$ cat config.mk
export PLATFORM = sky130hd
export DESIGN_NAME = retire_stage
export DESIGN_NICKNAME = d
export VERILOG_FILES = /design/src/rtl/retire_stage_pkg.sv /design/src/rtl/retire_store_queue.sv /design/src/rtl/retire_stage.sv
export SDC_FILE = /design/constraint.sdc
export NUM_CORES = 1
export LEC_CHECK = 0
export ABC_AREA = 1
export ABC_CLOCK_PERIOD_IN_PS = 6410
export CORE_MARGIN = 4
export CORE_UTILIZATION = 50
export DETAILED_ROUTE_END_ITERATION = 10
export PLACE_DENSITY = 0.78
export SLEW_MARGIN = 40
export SYNTH_ARGS = -nofsm -noshare
export SYNTH_HDL_FRONTEND = slang
export SYNTH_SLANG_ARGS = --single-unit
$ cat constraint.sdc
create_clock -name clock -period 6.41 [get_ports clock]
set_input_delay 1.923 -clock clock [delete_from_list [all_inputs] [get_ports clock]]
set_output_delay 1.923 -clock clock [all_outputs]
set_load 0.03 [all_outputs]
$ cat src/rtl/retire_stage_pkg.sv
// rtl/retire_stage_pkg.sv - sys_defs package: retire-stage packets, store-queue entry, FSM states
package sys_defs;

  localparam int XLEN  = 32;
  localparam int PRF_W = 6;

  typedef enum logic [1:0] {
    BUS_NONE  = 2'd0,
    BUS_LOAD  = 2'd1,
    BUS_STORE = 2'd2
  } MEM_COMMAND;

  typedef enum logic [1:0] {
    BYTE   = 2'd0,
    HALF   = 2'd1,
    WORD   = 2'd2,
    DOUBLE = 2'd3
  } MEM_SIZE;

  typedef enum logic [1:0] {
    RUN    = 2'd0,
    DRAIN  = 2'd1,
    HALTED = 2'd2
  } RETIRE_STATE;

  typedef struct packed {
    logic             valid;
    logic [PRF_W-1:0] tag;
  } PHYS_TAG;

  typedef struct packed {
    logic            retire_en;
    PHYS_TAG         retire_t;
    PHYS_TAG         retire_t_old;
    logic            halt;
    logic            wr_mem;
    logic [4:0]      dest_reg_idx;
    logic [XLEN-1:0] NPC;
    logic [XLEN-1:0] result;
    logic [XLEN-1:0] rs2_value;
    logic            take_branch;
    MEM_SIZE         mem_size;
  } ROB_IR_PACKET;

  typedef struct packed {
    logic             free_en;
    logic [PRF_W-1:0] free_t;
  } IR_FL_PACKET;

  typedef struct packed {
    logic             wr_en;
    logic [4:0]       idx;
    logic [PRF_W-1:0] t;
  } IR_MAP_PACKET;

  typedef struct packed {
    logic [XLEN-1:0] addr;
    logic [XLEN-1:0] data;
    MEM_SIZE         size;
  } SQ_ENTRY;

endpackage

$ cat src/rtl/retire_store_queue.sv
// rtl/retire_store_queue.sv - in-order circular store FIFO between retirement and the data memory port
module retire_store_queue
  import sys_defs::*;
#(
  parameter int SQ_DEPTH = 4
) (
  input  logic                       clock,
  input  logic                       reset,
  input  logic                       push,
  input  SQ_ENTRY                    push_entry,
  input  logic                       pop,
  output SQ_ENTRY                    head,
  output logic [$clog2(SQ_DEPTH):0]  count,
  output logic                       full,
  output logic                       empty
);

  localparam int PTR_W = $clog2(SQ_DEPTH);
  localparam logic [PTR_W:0] FULL_CNT = (PTR_W+1)'(SQ_DEPTH);

  SQ_ENTRY          mem [SQ_DEPTH];
  logic [PTR_W-1:0] head_ptr;
  logic [PTR_W-1:0] tail_ptr;
  logic             push_ok;
  logic             pop_ok;

  assign full    = (count == FULL_CNT);
  assign empty   = (count == '0);
  assign push_ok = push && !full;
  assign pop_ok  = pop && !empty;
  assign head    = mem[head_ptr];

  // Power-of-two depth lets the pointers wrap by plain overflow.
  always_ff @(posedge clock or negedge reset) begin
    if (!reset) begin
      head_ptr <= '0;
      tail_ptr <= '0;
      count    <= '0;
    end else begin
      if (push_ok) tail_ptr <= tail_ptr + 1'b1;
      if (pop_ok)  head_ptr <= head_ptr + 1'b1;
      case ({push_ok, pop_ok})
        2'b10:   count <= count + 1'b1;
        2'b01:   count <= count - 1'b1;
        default: ;
      endcase
    end
  end

  // Entry storage needs no reset: reset empties the queue through the pointers.
  always_ff @(posedge clock) begin
    if (push_ok) mem[tail_ptr] <= push_entry;
  end

endmodule

$ cat src/rtl/retire_stage.sv
// rtl/retire_stage.sv - retire stage: free/map/squash updates, store queue drain, halt FSM (option RETIRE_TRACE_EN)
module retire_stage
  import sys_defs::*;
#(
  parameter int SQ_DEPTH = 4
) (
  input  logic            clock,
  input  logic            reset,
  input  ROB_IR_PACKET    rob_ir_packet,
  output logic            ir_rob_stall,
  output IR_FL_PACKET     ir_fl_packet,
  output IR_MAP_PACKET    ir_map_packet,
  output logic            squash_en,
  output logic [XLEN-1:0] squash_pc,
`ifdef RETIRE_TRACE_EN
  output logic            trace_valid,
  output logic [XLEN-1:0] trace_NPC,
  output logic [4:0]      trace_dest_reg_idx,
  output logic [XLEN-1:0] trace_result,
`endif
  output MEM_COMMAND      proc2mem_command,
  output logic [XLEN-1:0] proc2mem_addr,
  output logic [XLEN-1:0] proc2mem_data,
  output MEM_SIZE         proc2mem_size,
  input  logic            mem_store_ready,
  output logic [31:0]     retired_count,
  output logic            halted
);

  RETIRE_STATE                state;
  logic                       accept;
  logic                       normal;
  logic                       sq_push;
  logic                       sq_pop;
  logic                       sq_full;
  logic                       sq_empty;
  logic [$clog2(SQ_DEPTH):0]  sq_count;
  SQ_ENTRY                    push_entry;
  SQ_ENTRY                    sq_head;

  assign ir_rob_stall = (state != RUN) || sq_full;
  assign accept       = rob_ir_packet.retire_en && !ir_rob_stall;
  // A halt packet retires (and counts) but has no architectural side effects.
  assign normal       = accept && !rob_ir_packet.halt;
  assign sq_push      = normal && rob_ir_packet.wr_mem;
  assign sq_pop       = !sq_empty && mem_store_ready;
  assign push_entry   = '{addr: rob_ir_packet.result,
                          data: rob_ir_packet.rs2_value,
                          size: rob_ir_packet.mem_size};

  retire_store_queue #(.SQ_DEPTH(SQ_DEPTH)) u_sq (
    .clock      (clock),
    .reset      (reset),
    .push       (sq_push),
    .push_entry (push_entry),
    .pop        (sq_pop),
    .head       (sq_head),
    .count      (sq_count),
    .full       (sq_full),
    .empty      (sq_empty)
  );

  assign proc2mem_command = sq_empty ? BUS_NONE : BUS_STORE;
  assign proc2mem_addr    = sq_empty ? '0 : sq_head.addr;
  assign proc2mem_data    = sq_empty ? '0 : sq_head.data;
  assign proc2mem_size    = sq_empty ? BYTE : sq_head.size;
  assign halted           = (state == HALTED);

  always_ff @(posedge clock or negedge reset) begin
    if (!reset) begin
      ir_fl_packet  <= '0;
      ir_map_packet <= '0;
      squash_en     <= 1'b0;
      squash_pc     <= '0;
      retired_count <= '0;
    end else begin
      ir_fl_packet.free_en <= normal && rob_ir_packet.retire_t_old.valid;
      ir_fl_packet.free_t  <= rob_ir_packet.retire_t_old.tag;
      ir_map_packet.wr_en  <= normal && rob_ir_packet.retire_t.valid &&
                              (rob_ir_packet.dest_reg_idx != 5'd0);
      ir_map_packet.idx    <= rob_ir_packet.dest_reg_idx;
      ir_map_packet.t      <= rob_ir_packet.retire_t.tag;
      squash_en            <= accept && rob_ir_packet.take_branch;
      if (accept && rob_ir_packet.take_branch) squash_pc <= rob_ir_packet.result;
      if (accept) retired_count <= retired_count + 32'd1;
    end
  end

  // DRAIN sees the registered count, so HALTED follows the final pop by two edges.
  always_ff @(posedge clock or negedge reset) begin
    if (!reset) begin
      state <= RUN;
    end else begin
      case (state)
        RUN:     if (accept && rob_ir_packet.halt) state <= DRAIN;
        DRAIN:   if (sq_count == '0) state <= HALTED;
        default: state <= HALTED;
      endcase
    end
  end

`ifdef RETIRE_TRACE_EN
  always_ff @(posedge clock or negedge reset) begin
    if (!reset) begin
      trace_valid        <= 1'b0;
      trace_NPC          <= '0;
      trace_dest_reg_idx <= '0;
      trace_result       <= '0;
    end else begin
      trace_valid        <= accept;
      trace_NPC          <= rob_ir_packet.NPC;
      trace_dest_reg_idx <= rob_ir_packet.dest_reg_idx;
      trace_result       <= rob_ir_packet.result;
    end
  end
`else
  logic unused_npc;
  assign unused_npc = ^rob_ir_packet.NPC;
`endif

endmodule

==> results of run 1 <==
==> layout by cell type (no fill, tap or decap), types with 4 or more instances in the layout <==
cell type	Yosys	routed
nor2_1	304	300
edfxtp_1	264	264
clkdlybuf4s50_1	0	243
nand2_1	186	186
o21ai_0	137	137
dfrtp_1	93	91
a21oi_1	69	69
inv_1	45	44
clkbuf_16	0	39
nand3_1	20	20
nand4_1	13	13
buf_4	4	12
xor2_1	10	10
clkbuf_1	28	9
nor2_4	2	6
xnor2_1	6	6
ha_1	6	6
nand3b_1	5	5
clkbuf_8	0	5
buf_6	2	4
==> power by group <==
group	internal [mW]	switching [mW]	total, mW	leakage [nW]
Clock	1.30	0.847	2.15	0.604
Sequential	2.67	0.162	2.83	3.56
Combinational	1.28	2.24	3.51	2.62
Total	5.25	3.25	8.50	6.78
==> layer usage <==
metal,GRT usage,vias to the layer above,share of wire
met5,0,-,0
met4,0.0500,0,0.019
met3,0.0714,50,0.10
met2,0.358,389,0.48
met1,0.272,4722,0.40
li1,-,4695,-
==> registers in the layout, summed over array words and instances, names as in the netlist, 3 cells and up <==
register,flops
ir_fl_packet,7
ir_map_packet,12
retired_count,32
squash_pc,32
u_sq.count,3
u_sq.mem,264
==> final timing paths <==
path	startpoint	depth (start not counted)	slack (ps)	end
setup / recovery	u_sq.head_ptr[0]	5	920	proc2mem_addr[18]
hold / removal	squash_pc[4]	2	480	squash_pc[4]
setup reg to reg	u_sq.count[1]	7	3820	u_sq.mem[0][33]
hold reg to reg	squash_pc[4]	2	480	squash_pc[4]
max in group asynchronous	reset	2	3920	squash_pc[10]
min in group asynchronous	reset	1	1470	retired_count[20]
==> worst min-delay path, stage by stage (launching register included) <==
cell,delay [ps]
dfrtp_1,340
nand2_1,50
nand2_1,50
==> through the flow <==
step	cells	worst slack, ps	cell area [µm²]	power [mW]
2_1_floorplan	1240	865	14200	4.97
3_3_place_gp	1817	1540	17000	6.34
3_5_place_dp	1817	1440	17000	6.41
4_1_cts	1885	906	18300	8.58
5_1_grt	1885	633	18300	8.96
6_report	1885	922	18300	8.50
==> layout make-up <==
cell class                 instances  area [µm²]
clock buffer                      53        1080
tap                              378         473
clock inverter                    15         168
timing repair buffer             259        2570
multi-input combinational        774        3530
inverter                          49         188
fill                            2070        9670
sequential                       357       10300
==> kinds of logic (layout without fill, tap and decap cells) <==
kind of cell	after synthesis	count (layout)	synth area share
AND/OR/NAND/NOR	542	542	0.154
XOR/XNOR	17	17	0.0110
flip-flops	357	357	0.721
adder cells (fa/ha/maj)	7	7	0.00668
AO/OA/AOI/OAI	207	207	0.0731
buffers and inverters	109	376	0.0337
other	1	1	0.000264
==> metrics.md, run 1 <==
| Metric | Value |
|---|---|
| Status | `complete, no violations` |
| Avg Cell Area, Syn | `11.5 µm²` |
| Final min period | `between 5000 and 6000 ps` |
| Area leader, netlist | `edfxtp_1` |
| Remaining DRCs | `0` |
| Crit path buf inv count | `3` |
| Post-synthesis sequential area ratio | `0.721` |
| Max-cap violations | `0` |
| Worst hold-check path type | `register to register` |
| Slew Limit Fails | `0` |
| Mapped Nets | `approximately 1,400` |
| Synth top area share | `0.557` |
| Drt total wl | `approximately 33 mm` |
| FP Rows | `61` |
| DPL Wire Length | `approximately 20 mm` |
| Setup violators final | `0` |
| Final Util | `0.654` |
| Setup Crit Path Kind | `register to output port` |
| Relative slew slack | `0.493` |
| Maximum clock frequency | `roughly 180 MHz` |
| P&R area growth vs syn | `28.4%` |
| Die Y-Extent | `177 µm` |
| Post-CTS Setup Repair Bufs | `0` |
| Setup Total Neg Slack | `0 ps` |
| Initial Utilization | `0.509` |
| Number of synthesized flops with an enable pin | `264` |
| Largest stage delay, worst path | `~790 ps` |
| Hold-fix buffers, CTS | `0` |
| Post-synth top cells | `nor2_1 (304), edfxtp_1 (264), nand2_1 (186)` |
| Share of layout cells above drive strength 1 | `0.0624` |
| DR vias | `9,856` |
| Tightest Pin Transition | `~760 ps` |
| Pwr dens | `about 470 mW/mm²` |
| Global-route wire length before repair | `around 53 mm` |
| RSZ-0062 raised after global routing | `false` |
| Root buf cell | `clkbuf_16` |
| Yosys warning count | `0` |
| Ys async rst share | `0.261` |
| Clk slew on worst S/H paths | `~60 ps` |
| Die Wd | `about 180 µm` |
| Post-CTS sizing | `0` |
| Critical Path RT | `around 4500 ps` |
| Clock buffer depth | `3` |
| Clk_lat worst skew | `between 500 and 600 ps` |
| First DRT Iteration DRCs | `~640` |
| CP Launch Type | `register` |
| Routability Congestion | `~0.83` |
| H-tree depth | `2` |
| Final ANT Viol Nets | `0` |
| Most common cell in the synthesized netlist | `nor2_1` |
| Core ar. | `about 0.028 mm²` |
| Library cells used by synthesis | `34` |
| N_diodes | `0` |
| Final hold vios | `0` |
| Total GRT Usage | `0.214` |
| Synth top area cells | `edfxtp_1 (56%), dfrtp_1 (16%), nor2_1 (8.0%)` |
| CP max-delay cell | `dfrtp_4` |
| DR WL/cell | `around 18 µm` |
| Nets | `approximately 1,600` |
| I/O Pins | `278` |
| Die area | `0.0312 mm²` |
| #FFs+latches synth | `around 360` |
| Mapped Cells | `1,240` |
| Vias/cell | `between 5 and 6` |
| Final Hold Slack | `between 400 and 500 ps` |
| IR drop worst, VDD | `between 0.2 and 0.3 mV` |
| Final Skew | `10.4 ps` |
| Tcrit/Tclk final | `0.856` |
| Max FO, Critical Path | `53` |
| DR pass1 iterations | `5` |
| Input/output buffers | `244` |
| Setup crit end kind | `output port` |
| Crit path DAT | `3560 ps` |
| Synth Flop Type | `edfxtp_1` |
| TritonCTS Buffers | `38` |
| Synthesized cell area | `between 0.01 and 0.015 mm²` |
| Clock sink count | `357` |
| Worst path top cell family by delay | `buffers and inverters` |
| Largest net degree at the start of global routing | `a little under 90` |
| Static Leakage | `~6.8 nW` |
| Grt ovf | `0` |
| Vias in the first global route | `about 10,000` |
| Critical path, cell by cell | `clkinv_2 -> buf_4 -> o21ai_0 -> a21oi_1 -> clkdlybuf4s50_1` |
| Initial antenna violation count | `0` |
| CTS tree | `done` |
(Power assumes the default switching activity.)
==> run 2: changes to the inputs <==
Settings changed: SLEW_MARGIN 40 to not set.
==> run 2 against run 1 <==
Compared with the run above:
- combinational power hardly changed
- wire length is 0.34% lower
- largest cell class unchanged
- critical endpoint unchanged
- global-route usage is 0.18 points lower
==> metrics.md, run 2 (synthesis gave the netlist of run 1 again) <==
| Metric | Value |
|---|---|
| Pwr dens | `469 mW/mm² (+0.74%)` |
| CP endpoint | `proc2mem_addr[18]` |
| Most frequent cells in the layout | `nor2_1 (300), edfxtp_1 (264), clkdlybuf4s50_1 (243)` |
| Remaining DRCs | `0 (unchanged)` |
| Clk_lat worst skew | `520 ps (about the same)` |
| Setup Crit Path Kind | `register to output port` |
| Clock buffer depth | `3 (unchanged)` |
| Reg2reg start | `u_sq.count[1]` |
| FP Rows | `61 (unchanged)` |
| Worst hold-check path type | `register to register` |
| Global-route wire length before repair | `52.4 mm (-0.86%)` |
| I/O Pins | `278 (unchanged)` |
| Post-CTS Setup Repair Bufs | `0 (unchanged)` |
| CP Launch Type | `register` |
| DR pass1 iterations | `5 (unchanged)` |
| CP max-delay cell | `dfrtp_4` |
| Clock sink count | `357 (unchanged)` |
| DPL Wire Length | `20.0 mm (about the same)` |
| Tcrit/Tclk final | `0.853 (-0.00295)` |
| IR drop worst, VDD | `0.291 mV (+9.6%)` |
| Critical Path RT | `4490 ps (about the same)` |
| Reg-to-Reg End | `u_sq.mem[1][24]` |
| Static Leakage | `6.83 nW (+0.62%)` |
| Root buf cell | `clkbuf_16` |
| Hold-fix buffers, CTS | `0 (unchanged)` |
| Largest net degree at the start of global routing | `87 (unchanged)` |
| DR vias | `9,858 (+0.020%)` |
| Crit path DAT | `3550 ps (about the same)` |
| Max FO, Critical Path | `53 (unchanged)` |
| Setup crit end kind | `output port` |
| Post-CTS sizing | `0 (unchanged)` |
| Setup Total Neg Slack | `0 ps (unchanged)` |
| First DRT Iteration DRCs | `674 (+6.1%)` |
| Relative slew slack | `0.298 (-0.195)` |
| GR Util met2 | `0.360 (+0.00144)` |
| Clk pwr share | `0.260 (+0.007)` |
| Power share of the sequential group | `0.330 (-0.004)` |
| Top Usage Layer GRT | `met2` |
| Initial antenna violation count | `0 (unchanged)` |
| Slew Limit Fails | `0 (unchanged)` |
| Initial Utilization | `0.509 (unchanged)` |
| Critical path, cell by cell | `clkinv_2 -> buf_4 -> o21ai_0 -> a21oi_1 -> clkdlybuf4s50_1` |
| Share of layout cells above drive strength 1 | `0.0656 (+0.00327)` |
| Most common cell after layout, fill and taps aside | `nor2_1` |
| Final ANT Viol Nets | `0 (unchanged)` |
| Vias in the first global route | `10,100 (-0.72%)` |
| Max FFs per register | `264 (unchanged)` |
| R2R Setup Slk | `3660 ps (-160 ps)` |
| Internal power | `5.34 mW (+1.7%)` |
| Drt total wl | `33.3 mm (-0.34%)` |
| TritonCTS Buffers | `38 (unchanged)` |
| Final hold vios | `0 (unchanged)` |
| Switching pwr | `3.24 mW (-0.12%)` |
| Sw frac | `0.378 (-0.00429)` |
| Routability Congestion | `0.834 (unchanged)` |
| Maximum clock frequency | `183 MHz (+0.35%)` |
| P&R area growth vs syn | `28.7%` |
| CP Launch Point | `u_sq.head_ptr[0]` |
| Vias/cell | `5.23 (about the same)` |
| Final Skew | `12.7 ps (+2.32 ps)` |
| Grt ovf | `0 (unchanged)` |
| Worst r2r path cells | `7 (unchanged)` |
| Tightest Pin Transition | `1050 ps (+295 ps)` |
| Total GRT Usage | `0.212 (-0.00184)` |
| Nets | `1,610 (unchanged)` |
| Biggest regs | `u_sq.mem x264, retired_count x32, squash_pc x32` |
| Input/output buffers | `244 (unchanged)` |
| Met1 GRT Util | `0.267 (-0.00540)` |
| DR WL/cell | `17.7 µm (-0.39%)` |
| Clk slew on worst S/H paths | `60 ps (about the same)` |
| Setup violators final | `0 (unchanged)` |
| Gate power share | `0.410 (-0.004)` |
| Final Hold Slack | `479 ps (+3.20 ps)` |
| Die Wd | `177 µm (unchanged)` |
| Core ar. | `0.0279 mm² (unchanged)` |
| Top reg by flops | `u_sq.mem` |
| Die area | `0.0312 mm² (unchanged)` |
| RSZ-0062 raised after global routing | `false` |
| Largest stage delay, worst path | `780 ps (about the same)` |
| Max-cap violations | `0 (unchanged)` |
| GRT met3 Usage | `0.0652 (-0.00620)` |
| N_diodes | `0 (unchanged)` |
| H-tree depth | `2 (unchanged)` |
| CTS tree | `done` |
| Final min period | `5470 ps (-18.9 ps)` |
| Status | `complete, no violations` |
| Die Y-Extent | `177 µm (unchanged)` |
## run 2: cell count changes in the layout (fill, tap and decap cells not counted), sizes merged
cell      delta
clkinv       +4
inv          -3
bufinv       +1
clkinvlp     -1
## run 2: layout make-up
| class | count | area, µm² |
|---|---|---|
| clock buffer | 53 | 1130 |
| timing repair buffer | 259 | 2550 |
| clock inverter | 16 | 184 |
| fill | 2067 | 9620 |
| inverter | 49 | 185 |
| multi-input combinational | 774 | 3530 |
| tap | 378 | 473 |
| sequential | 357 | 10300 |
## run 2: metrics by stage
step / setup WS [ps] / util / std cells / total power [mW] / cell area [µm²]
floorplan: 865 / - / 1240 / 4.97 / 14200
global placement: 1540 / 0.608 / 1817 / 6.34 / 17000
detailed placement: 1440 / 0.608 / 1817 / 6.40 / 17000
CTS: 898 / 0.656 / 1886 / 8.66 / 18300
global route: 672 / 0.656 / 1886 / 9.03 / 18300
finish: 941 / 0.656 / 1886 / 8.58 / 18300
## run 2: worst max-delay path: cells and delay by family (launching register included)
| family | cells | cell delay (ps) |
|---|---|---|
| buffers and inverters | 3 | 1890 |
| DFF | 1 | 780 |
| AOI/OAI and AO/OA | 2 | 320 |
## run 2: layer usage
metal / up-vias / wire length [µm]
met3: 52 / 3160
met2: 348 / 16100
li1: 4677 / -
met4: 0 / 620
met1: 4781 / 13400
met5: - / 0
## run 2: how the worst min path moves through the flow
stage / from / to / slack (ps) / cells after the start
floorplan: u_sq.count[1] / u_sq.count[1] / 490 / 2
CTS: squash_pc[25] / squash_pc[25] / 480 / 2
global placement: squash_pc[16] / squash_pc[16] / 460 / 2
detailed placement: squash_pc[25] / squash_pc[25] / 460 / 2
finish: squash_pc[25] / squash_pc[25] / 480 / 2
global route: squash_pc[29] / squash_pc[29] / 500 / 2
## run 2: power by group through the flow
stage          combinational (mW)  sequential, mW  clock (mW)
4_1_cts                      3.55            2.83        2.28
3_5_place_dp                 3.53            2.88           0
5_1_grt                      3.79            2.86        2.38
2_1_floorplan                1.93            3.04           0
3_3_place_gp                 3.47            2.87           0
6_report                     3.52            2.83        2.23
